## config.mk

```make
export PLATFORM = sky130hd
export DESIGN_NAME = dac_sample_scheduler
export DESIGN_NICKNAME = d
export VERILOG_FILES = /design/src/rtl/dac_sched_pkg.sv /design/src/rtl/sample_fifo.sv /design/src/rtl/dac_sample_scheduler.sv
export SDC_FILE = /design/constraint.sdc
export NUM_CORES = 1
export LEC_CHECK = 0
export BUFFER_PORTS_ARGS = -buffer_cell sky130_fd_sc_hd__buf_2
export CAP_MARGIN = 5
export CORE_MARGIN = 5
export CORE_UTILIZATION = 50
export DETAILED_ROUTE_END_ITERATION = 7
export GPL_TIMING_DRIVEN = 0
export PLACE_DENSITY = 0.71
export SKIP_CTS_REPAIR_TIMING = 1
export SLEW_MARGIN = 25
export SYNTH_ARGS = -nofsm -noshare
export SYNTH_HDL_FRONTEND = slang
export SYNTH_SLANG_ARGS = --single-unit
export TNS_END_PERCENT = 1
```

## constraint.sdc

```tcl
create_clock -name Clk -period 2.6 [get_ports Clk]
set_input_delay 0.39 -clock Clk [delete_from_list [all_inputs] [get_ports Clk]]
set_output_delay 0.39 -clock Clk [all_outputs]
set_load 0.01 [all_outputs]
```

## src/rtl/dac_sched_pkg.sv

```systemverilog
// Shared defaults and FSM state encodings for the DAC sample scheduler.
package dac_sched_pkg;

  localparam int DATA_W_DEF   = 12;
  localparam int TICK_DIV_DEF = 2500;

  typedef enum logic [1:0] {
    ST_IDLE = 2'd0,
    ST_LOAD = 2'd1,
    ST_BUSY = 2'd2
  } state_t;

endpackage

```

## src/rtl/sample_fifo.sv

```systemverilog
// Small synchronous FIFO; pointers carry one extra bit so full and empty
// can be told apart without a separate occupancy counter.
module sample_fifo #(
  parameter int WIDTH = 12,
  parameter int AW    = 2
) (
  input  logic             Clk,
  input  logic             Rst,
  input  logic             push,
  input  logic [WIDTH-1:0] wr_data,
  input  logic             pop,
  output logic [WIDTH-1:0] rd_data,
  output logic             full,
  output logic             empty
);

  logic [WIDTH-1:0] mem [2**AW];
  logic [AW:0]      wr_ptr_reg;
  logic [AW:0]      rd_ptr_reg;
  logic             do_push;
  logic             do_pop;

  assign full    = (wr_ptr_reg[AW] != rd_ptr_reg[AW]) &&
                   (wr_ptr_reg[AW-1:0] == rd_ptr_reg[AW-1:0]);
  assign empty   = (wr_ptr_reg == rd_ptr_reg);
  assign do_push = push && !full;
  assign do_pop  = pop && !empty;
  assign rd_data = mem[rd_ptr_reg[AW-1:0]];

  always_ff @(posedge Clk or negedge Rst) begin
    if (!Rst) begin
      wr_ptr_reg <= '0;
      rd_ptr_reg <= '0;
    end else begin
      if (do_push) wr_ptr_reg <= wr_ptr_reg + (AW+1)'(1);
      if (do_pop)  rd_ptr_reg <= rd_ptr_reg + (AW+1)'(1);
    end
  end

  // Storage is not reset; resetting the pointers is enough to flush it.
  always_ff @(posedge Clk) begin
    if (do_push) mem[wr_ptr_reg[AW-1:0]] <= wr_data;
  end

endmodule

```

## src/rtl/dac_sample_scheduler.sv

```systemverilog
// Round-robin intake of two sample producers into a FIFO, and one serializer
// transfer per sample-rate tick with sample-hold on underrun.
module dac_sample_scheduler
  import dac_sched_pkg::*;
#(
  parameter int DATA_W   = DATA_W_DEF,
  parameter int TICK_DIV = TICK_DIV_DEF,
  parameter int FIFO_AW  = 2
) (
  input  logic              Clk,
  input  logic              Rst,
  input  logic              Enable,
  input  logic              Req_A,
  input  logic [DATA_W-1:0] Data_A,
  output logic              Gnt_A,
  input  logic              Req_B,
  input  logic [DATA_W-1:0] Data_B,
  output logic              Gnt_B,
  output logic [DATA_W-1:0] Tx_Data,
  output logic              Tx_Start,
  input  logic              Tx_Done,
  output logic              Underrun,
  output logic              Overflow,
  output logic              Late,
  input  logic              Clr_Flags
);

  localparam int                CNT_W     = $clog2(TICK_DIV);
  localparam logic [CNT_W-1:0] TICK_LAST = CNT_W'(TICK_DIV - 1);

  logic [CNT_W-1:0]  tick_cnt_reg;
  logic              tick;
  logic              prefer_b_reg;
  logic              can_grant;
  logic              gnt_a;
  logic              gnt_b;
  logic              fifo_full;
  logic              fifo_empty;
  logic [DATA_W-1:0] fifo_rd_data;
  logic [DATA_W-1:0] tx_data_reg;
  logic              underrun_reg;
  logic              overflow_reg;
  logic              late_reg;
  state_t            state_reg;
  state_t            state_next;
  logic              pop;
  logic              tx_start;
  logic              underrun_evt;
  logic              late_evt;
  logic              overflow_evt;

  // Tick counter: held at zero while disabled so re-enable restarts a full period.
  always_ff @(posedge Clk or negedge Rst) begin
    if (!Rst) begin
      tick_cnt_reg <= '0;
    end else if (!Enable || tick_cnt_reg == TICK_LAST) begin
      tick_cnt_reg <= '0;
    end else begin
      tick_cnt_reg <= tick_cnt_reg + CNT_W'(1);
    end
  end

  assign tick = Enable && (tick_cnt_reg == TICK_LAST);

  // Arbiter: fullness is registered, so a same-cycle pop never opens a slot.
  assign can_grant    = Rst && Enable && !fifo_full;
  assign gnt_a        = can_grant && Req_A && (!Req_B || !prefer_b_reg);
  assign gnt_b        = can_grant && Req_B && (!Req_A || prefer_b_reg);
  assign overflow_evt = fifo_full && (Req_A || Req_B);
  assign Gnt_A        = gnt_a;
  assign Gnt_B        = gnt_b;

  always_ff @(posedge Clk or negedge Rst) begin
    if (!Rst) begin
      prefer_b_reg <= 1'b0;
    end else if (gnt_a) begin
      prefer_b_reg <= 1'b1;
    end else if (gnt_b) begin
      prefer_b_reg <= 1'b0;
    end
  end

  sample_fifo #(
    .WIDTH (DATA_W),
    .AW    (FIFO_AW)
  ) u_fifo (
    .Clk     (Clk),
    .Rst     (Rst),
    .push    (gnt_a || gnt_b),
    .wr_data (gnt_b ? Data_B : Data_A),
    .pop     (pop),
    .rd_data (fifo_rd_data),
    .full    (fifo_full),
    .empty   (fifo_empty)
  );

  always_ff @(posedge Clk or negedge Rst) begin
    if (!Rst) begin
      state_reg <= ST_IDLE;
    end else begin
      state_reg <= state_next;
    end
  end

  always_comb begin
    state_next   = state_reg;
    pop          = 1'b0;
    tx_start     = 1'b0;
    underrun_evt = 1'b0;
    late_evt     = 1'b0;
    case (state_reg)
      ST_IDLE: begin
        if (tick) begin
          state_next   = ST_LOAD;
          pop          = !fifo_empty;
          underrun_evt = fifo_empty;
        end
      end
      ST_LOAD: begin
        tx_start   = 1'b1;
        late_evt   = tick;
        state_next = ST_BUSY;
      end
      ST_BUSY: begin
        late_evt = tick;
        if (Tx_Done) state_next = ST_IDLE;
      end
      default: state_next = ST_IDLE;
    endcase
  end

  // Tx_Data only changes on a successful pop, giving sample-hold on underrun.
  always_ff @(posedge Clk or negedge Rst) begin
    if (!Rst) begin
      tx_data_reg <= '0;
    end else if (pop) begin
      tx_data_reg <= fifo_rd_data;
    end
  end

  always_ff @(posedge Clk or negedge Rst) begin
    if (!Rst) begin
      underrun_reg <= 1'b0;
      overflow_reg <= 1'b0;
      late_reg     <= 1'b0;
    end else begin
      underrun_reg <= (underrun_reg && !Clr_Flags) || underrun_evt;
      overflow_reg <= (overflow_reg && !Clr_Flags) || overflow_evt;
      late_reg     <= (late_reg && !Clr_Flags) || late_evt;
    end
  end

  assign Tx_Data  = tx_data_reg;
  assign Tx_Start = tx_start;
  assign Underrun = underrun_reg;
  assign Overflow = overflow_reg;
  assign Late     = late_reg;

endmodule

```

== Yosys cells after proc, flatten, opt, wreduce, memory -nomap -nowiden ==
Memory sizes are Yosys's and may differ from the RTL's. A register that Yosys moved wholly into a read port is not among the register bits.
Cells that the tools add are included.
Operators by class
  eq/ne operators: 8
  bitwise logic cells: 0
  add/subtract/negate cells: 3
  reductions and logical operators: 34
  $mul: 0
  mux-type cells: 15
  div/mod/pow operators: 0
  order comparisons: 0
  shift operators: 0
Operators by type and width (count)
  12-bit two-way mux: 2
  1-bit logical AND: 14
  12-bit by 1-bit adder with 12-bit output, second input constant: 1
  12-bit equality test, second input constant: 1
  1-bit two-way mux: 10
  1-bit logical NOT: 8
  1-bit logical OR: 8
  3-bit by 1-bit adder with 3-bit output, second input constant: 2
  2-bit one-hot mux with 3 select lines: 1
  2-bit two-way mux: 2
  2-bit != test, second input constant: 2
  3-bit equality test: 1
  2-bit by 1-bit equality test with 1-bit output, second input constant: 1
  2-bit equality test: 1
  2-bit equality test, second input constant: 1
  2-bit logical NOT: 1
  2-bit AND reduction: 1
  2-bit nonzero test: 1
  2-bit OR reduction: 1
  1-bit != test: 1
Storage, ports and cells
  word-level logic and storage cells: 69
  latch bits: 0
  register bits after elaboration: 24
  output and inout bits: 18
  input port bits: 31
  memories kept: 1
  ROM bits: 0
  memory bits (writable): 48
Memory list
  u_fifo.mem: words 4, bits a word 12, rd ports 1, clocked after memory_dff 1, write ports 1, RTL line sample_fifo.sv:17  | logic [WIDTH-1:0] mem [2**AW];

== Depth between registers and ports, before layout ==
Gate-level depths: netlist of run 1.
  depth in word-level cells: 10
  gate-level depth with buffers: 7
  mapped depth without buffers: 6

== By module ==
From an unflattened synthesis of run 1, not the netlist that was laid out.
Unflattened totals
  cell total of the unflattened synthesis: 251
  area total of the unflattened synthesis: 3793.6 sq um
By module, submodules not included
  sample_fifo: cells an instance 112, area an instance 2204.6 sq um, instances 1, seq. area each 1591.5 sq um
  dac_sample_scheduler: cells an instance 139, area an instance 1589.0 sq um, instances 1, seq. area each 750.7 sq um

== Worst setup path after synthesis of run 1 ==
No wires, ideal clock.
  path kind: register to register
  start: register tick_cnt_reg[0]
  end: register tx_data_reg[11], in the netlist Tx_Data[11], read port of u_fifo.mem
  setup slack: 0.462 ns
  setup time: 0.125 ns
  stages on the path, launching flop included: 7
  arrival time: 2.013 ns
  data required time: 2.475 ns
  period minus slack after synthesis: 2.138 ns
  path buffers: 1
  path through: dfrtp_1 ha_1 or4bb_1 nor4_4 nand2_4 buf_6 mux2_4
Between the ends
  longest elaborated chain between the ends: 4
RTL lines
  start, declared: RTL line dac_sample_scheduler.sv:31  | logic [CNT_W-1:0] tick_cnt_reg;
  start signal, assigned: RTL line dac_sample_scheduler.sv:59  | tick_cnt_reg <= tick_cnt_reg + CNT_W'(1);
  12-bit equality test: RTL line dac_sample_scheduler.sv:63  | assign tick = Enable && (tick_cnt_reg == TICK_LAST);
  1-bit logical AND: RTL line dac_sample_scheduler.sv:63
  1-bit two-way mux: RTL line dac_sample_scheduler.sv:113  | if (tick) begin
  1-bit two-way mux: RTL line dac_sample_scheduler.sv:111  | case (state_reg)
  end, declared: RTL line dac_sample_scheduler.sv:40  | logic [DATA_W-1:0] tx_data_reg;
No other way between the ends.
A chain may end at the register's enable or synchronous reset.

== Final worst setup path of run 1 ==
  start: register u_fifo.rd_ptr_reg[0]
  end: memory u_fifo.mem[0][11] (enable)
Between the ends
  longest elaborated chain between the ends: 10
  elaborated cells on any way between the ends: 12
  classes of those cells: eq/ne: 1; mux: 2; reduce/logical: 9
RTL lines
  start, declared: RTL line sample_fifo.sv:19  | logic [AW:0] rd_ptr_reg;
  start signal, assigned: RTL line sample_fifo.sv:36  | if (do_pop) rd_ptr_reg <= rd_ptr_reg + (AW+1)'(1);
  2-bit equality test *: RTL line sample_fifo.sv:24  | (wr_ptr_reg[AW-1:0] == rd_ptr_reg[AW-1:0]);
  1-bit logical AND *: RTL line sample_fifo.sv:23  | assign full = (wr_ptr_reg[AW] != rd_ptr_reg[AW]) &&
  1-bit logical NOT *: RTL line sample_fifo.sv:26, dac_sample_scheduler.sv:66
  1-bit logical AND: RTL line dac_sample_scheduler.sv:66  | assign can_grant = Rst && Enable && !fifo_full;
  1-bit logical AND (on tied branches) (2 in series): RTL line dac_sample_scheduler.sv:67, dac_sample_scheduler.sv:68
  1-bit logical OR: RTL line dac_sample_scheduler.sv:89  | .push (gnt_a || gnt_b),
  1-bit logical AND *: RTL line sample_fifo.sv:26  | assign do_push = push && !full;
  1-bit two-way mux *: RTL line sample_fifo.sv:42  | if (do_push) mem[wr_ptr_reg[AW-1:0]] <= wr_data;
  1-bit two-way mux (implied by the code) *: RTL line sample_fifo.sv:42
  end, declared: RTL line sample_fifo.sv:17
Every way passes the cells marked *; elsewhere a longest branch is shown, timed or not.

==> metrics.csv, run 1 <==
stage,metric,value,unit
pwr,seqPwrFrac,58.6,%
setup_path,critPathKind,reg -> reg,
cells_and_area,stdcell_area,4260,µm²
pwr,p_total,2.72,mW
floorplan,die-area,9210,µm²
floorplan,die_h,96.0,µm
pwr,p_switching,0.685,mW
placement,placed_area,4060,µm²
timing,final-max-slew-violation-count,0,
floorplan,initial_core_util,51.2,%
cts,cts_root_buf,clkbuf_8,
floorplan,core_area,7210,µm²
cells_and_area,drive_above_1_share,37.2,%
cells_and_area,stdcell_count,400,
timing,period_share,95.4,%
logic_synthesis,ys_async_sr_fraction,42.9,%
cells_and_area,fin_util,59.0,%
setup_path,start_kind,flop,
detailed_routing,routed_wl,6.39,mm
setup_path,crit_required,2.56,ns
detailed_routing,drtIter0Drc,85,
cts,numCtsBuffers,9,
pwr,swShare,25.2,%
min_path,hp-class,in -> async,
status,outcome,completed,
logic_synthesis,synthDistinctLibCells,38,
logic_synthesis,synthCells,237,
pwr,irDropWorstVdd,0.000403,V
cells_and_area,n_antenna_cell,0,
cells_and_area,largest_reg_flops,48,
cells_and_area,fin_nets,336,
logic_synthesis,yosysTopAreaCell,edfxtp_1,
detailed_routing,route.antenna.remaining_nets,0,
detailed_routing,vias_per_cell,5.21,
timing,rsz0062_at_grt,yes,
timing,fin_crit,2.48,ns
cells_and_area,area_growth,15.1,%
setup_path,arrival,2.44,ns
pwr,p_clk_share,29.4,%
placement,io_buffers,48,
placement,routabilityCongestion,0.817,
pwr,power.density,638,nW/µm²
cts,htreeDepth,3,
cts,cts_sinks,84,
timing,tightest_slew,0.811,ns
detailed_routing,drt_pass1_iterations,4,
cells_and_area,nFillCells,594,
cells_and_area,final_common_cell,buf_2,
timing,hold_violations,0,
pwr,intPower,2.03,mW
pwr,p_leak,1.77,nW
logic_synthesis,synth_area_leaders,"edfxtp_1 39%, dfrtp_1 24%, mux4_2 7.3%",
detailed_routing,dr_total_vias,2083,
global_route,grt_first_pass_wirelength,10.6,mm
cts,clkLatencyLatePin,0.33,ns
placement,dp_cells,384,
detailed_routing,wire_per_inst,16.0,µm
placement,hpwl,4.37,mm
floorplan,die_w,96.0,µm
logic_synthesis,synth_edf_count,48,
global_route,grt_max_degree,39,
global_route,antenna_found_initial,0,
cts,clock_path_buffers,2,
floorplan,pin_count,49,
logic_synthesis,ys.warnings.count,0,
timing,timing.hold.ws,0.0313,ns
detailed_routing,route.detailed.drc,0,
timing,slew_headroom,45.6,%
logic_synthesis,ys_ff_latch,84,
run,drv_cap,0,
cts,clk_pin_slew_worst_paths,0.08,ns
timing,setup_violations,0,
timing,fin_worst_skew,0.0161,ns
cts,tritoncts,done,
logic_synthesis,ys_seq_area_share,63.4,%
setup_path,cp_max_fo,12,
global_route,grt_pass1_vias,2146,
global_route,grt.total_usage,15.7,%
cells_and_area,final_cell_mix,"50 x buf_2, 48 x edfxtp_1, 36 x dfrtp_1",
floorplan,std_cell_rows,31,
logic_synthesis,synth_nets,277,
logic_synthesis,synth.top_cell.area_share,39.0,%
timing,max_freq,403,MHz
global_route,overflow,0,
pwr,p_comb_share,12.0,%
logic_synthesis,synth-main-ff-cell,edfxtp_1,
logic_synthesis,avgSynthCellArea,15.6,µm²
setup_path,end_kind,flop,
logic_synthesis,syn_area,3700,µm²
kinds of logic after synthesis:
| family | count (synthesis) | share of synthesized area (%) |
|---|---|---|
| simple gates | 56 | 8.63 |
| flops | 84 | 63.4 |
| fa+ha+maj | 9 | 3.05 |
| compound gates | 16 | 3.05 |
| buf+inv | 19 | 2.27 |
| mux | 37 | 15.8 |
| xor+xnor | 16 | 3.79 |
critical path, cell delays in order, from the launching register on:
cell and delay (ns):
dfrtp_1 0.40, buf_2 0.19, xnor2_2 0.18, a311oi_1 0.71, and2_1 0.63
metrics by stage:
stage / TNS [ns] / setup WS (ns)
2_1_floorplan: 0 / 0.462
3_3_place_gp: -17.44 / -0.368
3_5_place_dp: -23.28 / -0.440
4_1_cts: -1.14 / -0.195
5_1_grt: -0.911 / -0.0538
6_report: 0 / 0.120
final timing paths:
kind	startpoint	end	slack (ns)	cells past startpoint
worst max-delay path	u_fifo.rd_ptr_reg[0]	u_fifo.mem[0][11]	0.12	4
worst min-delay path	Rst	state_reg[1]	0.03	1
worst max register to register	u_fifo.rd_ptr_reg[0]	u_fifo.mem[0][11]	0.12	4
worst min register to register	tick_cnt_reg[0]	tick_cnt_reg[0]	0.49	1
max in group asynchronous	Rst	tick_cnt_reg[8]	2.18	1
min in group Clk	Clr_Flags	Underrun	0.25	2
final cells by class:
cell class	count	area [µm²]	area share [%]
multi-input combinational	134	1290	30.4
inverter	12	45.0	1.06
timing repair buffer	48	243	5.70
tap	99	124	2.91
clock buffer	11	141	3.32
buffer	7	41.3	0.970
sequential	84	2340	55.0
clock inverter	5	25.0	0.588
power by group through the flow:
stage / sequential, mW / clock, mW / combinational [mW]
floorplan: 1.60 / 0 / 0.215
global route: 1.60 / 0.892 / 0.373
CTS: 1.59 / 0.827 / 0.316
finish: 1.59 / 0.799 / 0.325
detailed placement: 1.62 / 0 / 0.316
global placement: 1.61 / 0 / 0.302
cells in the mapped netlist (8+ instances only):
cell,number
inv_1,12
mux4_2,12
mux2_4,9
ha_1,9
edfxtp_1,48
dfrtp_1,36
nand3_1,9
nand2_1,8
nor2_1,14
mux2_2,16
xnor2_1,8
xor2_1,8
layer usage:
metal	routed length (µm)	global-route usage, %	vias up
met5	0	0	-
met4	85	6.16	0
met3	285	3.36	9
met2	3250	25.4	43
met1	2780	20.7	1033
li1	-	-	998
Power figures use the tool's default switching activity.
==> inputs of run 2 (changes only) <==
--- a/config.mk
+++ b/config.mk
@@ -12,6 +12,7 @@
 export DETAILED_ROUTE_END_ITERATION = 7
 export GPL_TIMING_DRIVEN = 0
 export PLACE_DENSITY = 0.71
+export RECOVER_POWER = 100
 export SKIP_CTS_REPAIR_TIMING = 1
 export SLEW_MARGIN = 25
 export SYNTH_ARGS = -nofsm -noshare
==> run 2 against run 1 <==
Net effect: fmax up 0.16%; total power about the same; combinational power about the same; sequential cell count unchanged; utilization down 0.26 points; highest routed layer unchanged; sequential power about the same; sequential share of layout area up 0.24 points; final cell count unchanged; clock power about the same; cell area down 0.44%; register-to-register slack about the same.
==> metrics.csv, run 2 (synthesized netlist as in run 1, its figures left out) <==
stage,metric,value,unit,change
detailed_routing,vias_per_cell,5.21,,about the same
pwr,p_leak,1.71,nW,was 1.77 nW
timing,rsz0062_at_grt,yes,,unchanged
floorplan,core_area,7210,µm²,unchanged
cells_and_area,final_common_cell,edfxtp_1,,was buf_2
setup_path,end_kind,flop,,unchanged
setup_path,critPathKind,reg -> reg,,unchanged
cells_and_area,stdcell_count,400,,unchanged
pwr,p_total,2.71,mW,was 2.72 mW
setup_path,cp_max_fo,12,,unchanged
floorplan,initial_core_util,51.2,%,unchanged
status,outcome,completed,,unchanged
detailed_routing,drt_pass1_iterations,4,,unchanged
timing,fin_worst_skew,0.0161,ns,about the same
setup_path,r2r.worst_path.cells,4,,unchanged
cts,clock_path_buffers,2,,unchanged
pwr,p_comb_share,11.9,%,was 12.0%
setup_path,crit_path_top_delay_cell,a311oi_1,,unchanged
cells_and_area,fin_nets,336,,unchanged
placement,hpwl,4.37,mm,unchanged
detailed_routing,route.antenna.remaining_nets,0,,unchanged
pwr,seqPwrFrac,58.7,%,was 58.6%
global_route,grt_pass1_vias,2146,,unchanged
min_path,hp-class,in -> async,,unchanged
floorplan,die_w,96.0,µm,unchanged
placement,io_buffers,48,,unchanged
cts,clk_pin_slew_worst_paths,0.08,ns,about the same
cells_and_area,n_antenna_cell,0,,unchanged
setup_path,path_buf_inv,1,,unchanged
pwr,p_clk_share,29.4,%,about the same
timing,hold_violations,0,,unchanged
global_route,grt_max_degree,39,,unchanged
pwr,irDropWorstVdd,0.000402,V,was 0.000403 V
cts,clkLatencyLatePin,0.33,ns,about the same
cells_and_area,area_growth,14.6,%,was 15.1%
timing,fin_crit,2.48,ns,about the same
global_route,antenna_found_initial,0,,unchanged
cells_and_area,final_cell_mix,"48 x edfxtp_1, 36 x dfrtp_1, 35 x buf_2",,"was 50 x buf_2, 48 x edfxtp_1, 36 x dfrtp_1"
timing,max_freq,404,MHz,was 403 MHz
pwr,power.density,641,nW/µm²,was 638 nW/µm²
setup_path,cpPeakStageDelay,0.71,ns,about the same
setup_path,crit_cells,4,,unchanged
global_route,grt.total_usage,15.7,%,unchanged
placement,dp_cells,384,,unchanged
cells_and_area,multi_input_area,1290,µm²,unchanged
detailed_routing,route.detailed.drc,0,,unchanged
cells_and_area,register_area,2340,µm²,unchanged
detailed_routing,routed_wl,6.39,mm,about the same
timing,period_share,95.2,%,was 95.4%
floorplan,die_h,96.0,µm,unchanged
pwr,swShare,25.2,%,about the same
floorplan,std_cell_rows,31,,unchanged
cells_and_area,largest_reg_flops,48,,unchanged
timing,tightest_slew,0.808,ns,was 0.811 ns
setup_path,crit_required,2.56,ns,about the same
floorplan,die-area,9210,µm²,unchanged
global_route,grt_first_pass_wirelength,10.6,mm,unchanged
run,drv_cap,0,,unchanged
setup_path,start_kind,flop,,unchanged
detailed_routing,wire_per_inst,16.0,µm,about the same
floorplan,pin_count,49,,unchanged
cts,tritoncts,done,,unchanged
timing,setup_violations,0,,unchanged
timing,slew_headroom,45.8,%,was 45.6%
cts,cts_sinks,84,,unchanged
detailed_routing,dr_total_vias,2085,,"was 2,083"
cts,numCtsBuffers,9,,unchanged
setup_path,arrival,2.43,ns,was 2.44 ns
setup_path,critPathTopFamily,compound AO/OA/AOI/OAI gates,,unchanged
pwr,intPower,2.03,mW,about the same
placement,routabilityCongestion,0.817,,unchanged
timing,final-max-slew-violation-count,0,,unchanged
cts,htreeDepth,3,,unchanged
cells_and_area,drive_above_1_share,32.2,%,was 37.2%
detailed_routing,drtIter0Drc,85,,unchanged
pwr,p_switching,0.684,mW,was 0.685 mW
setup_path,crit_chain,buf_2 -> xnor2_2 -> a311oi_1 -> and2_1,,unchanged
global_route,overflow,0,,unchanged
cells_and_area,nFillCells,604,,was 594
cts,cts_root_buf,clkbuf_8,,unchanged
-- run 2: cell types whose count changed in the layout (fill, tap and decap cells not counted) --
cell and delta:
clkbuf_1 +15, buf_2 -15
-- run 2: path summary, 6_finish.rpt --
kind,start,endpoint,slack [ns]
setup / recovery,u_fifo.rd_ptr_reg[0],u_fifo.mem[0][11],0.12
setup reg to reg,u_fifo.rd_ptr_reg[0],u_fifo.mem[0][11],0.12
hold / removal,Rst,state_reg[1],0.03
min in group Clk,Clr_Flags,Underrun,0.25
hold reg to reg,tick_cnt_reg[0],tick_cnt_reg[0],0.49
max in group asynchronous,Rst,tick_cnt_reg[8],2.18
-- run 2: layer usage --
metal	wire, µm	vias to the layer above	track usage, %
li1	-	997	-
met1	2780	1033	20.7
met2	3240	46	25.4
met3	276	9	3.36
met4	85	0	6.16
met5	0	-	0
-- run 2: power groups by stage --
stage / registers [mW] / clock network, mW / logic [mW]
6_report: 1.59 / 0.799 / 0.323
5_1_grt: 1.61 / 0.892 / 0.371
4_1_cts: 1.59 / 0.827 / 0.316
3_5_place_dp: 1.62 / 0 / 0.316
3_3_place_gp: 1.61 / 0 / 0.302
2_1_floorplan: 1.60 / 0 / 0.215
-- run 2: area by class of cell --
| cell class | count | area share [%] |
|---|---|---|
| repair buffers | 48 | 5.29 |
| flip-flops and latches | 84 | 55.3 |
| clock inverters | 5 | 0.591 |
| multi-input cells | 134 | 30.5 |
| clock buffers | 11 | 3.34 |
| plain buffers | 7 | 0.975 |
| well taps | 99 | 2.92 |
| inverters | 12 | 1.06 |
-- run 2: stage by stage --
stage               hold slack, ns  util, %  setup slack, ns  setup TNS [ns]  cell area, µm²
floorplan                   0.0944        -            0.462               0            3700
global placement             0.469     56.3           -0.368          -17.44            4060
detailed placement           0.475     56.3           -0.440          -23.28            4060
CTS                          0.173     58.6           -0.195           -1.14            4230
global route                0.0711     58.7          -0.0538          -0.911            4240
finish                      0.0309     58.7            0.124               0            4240
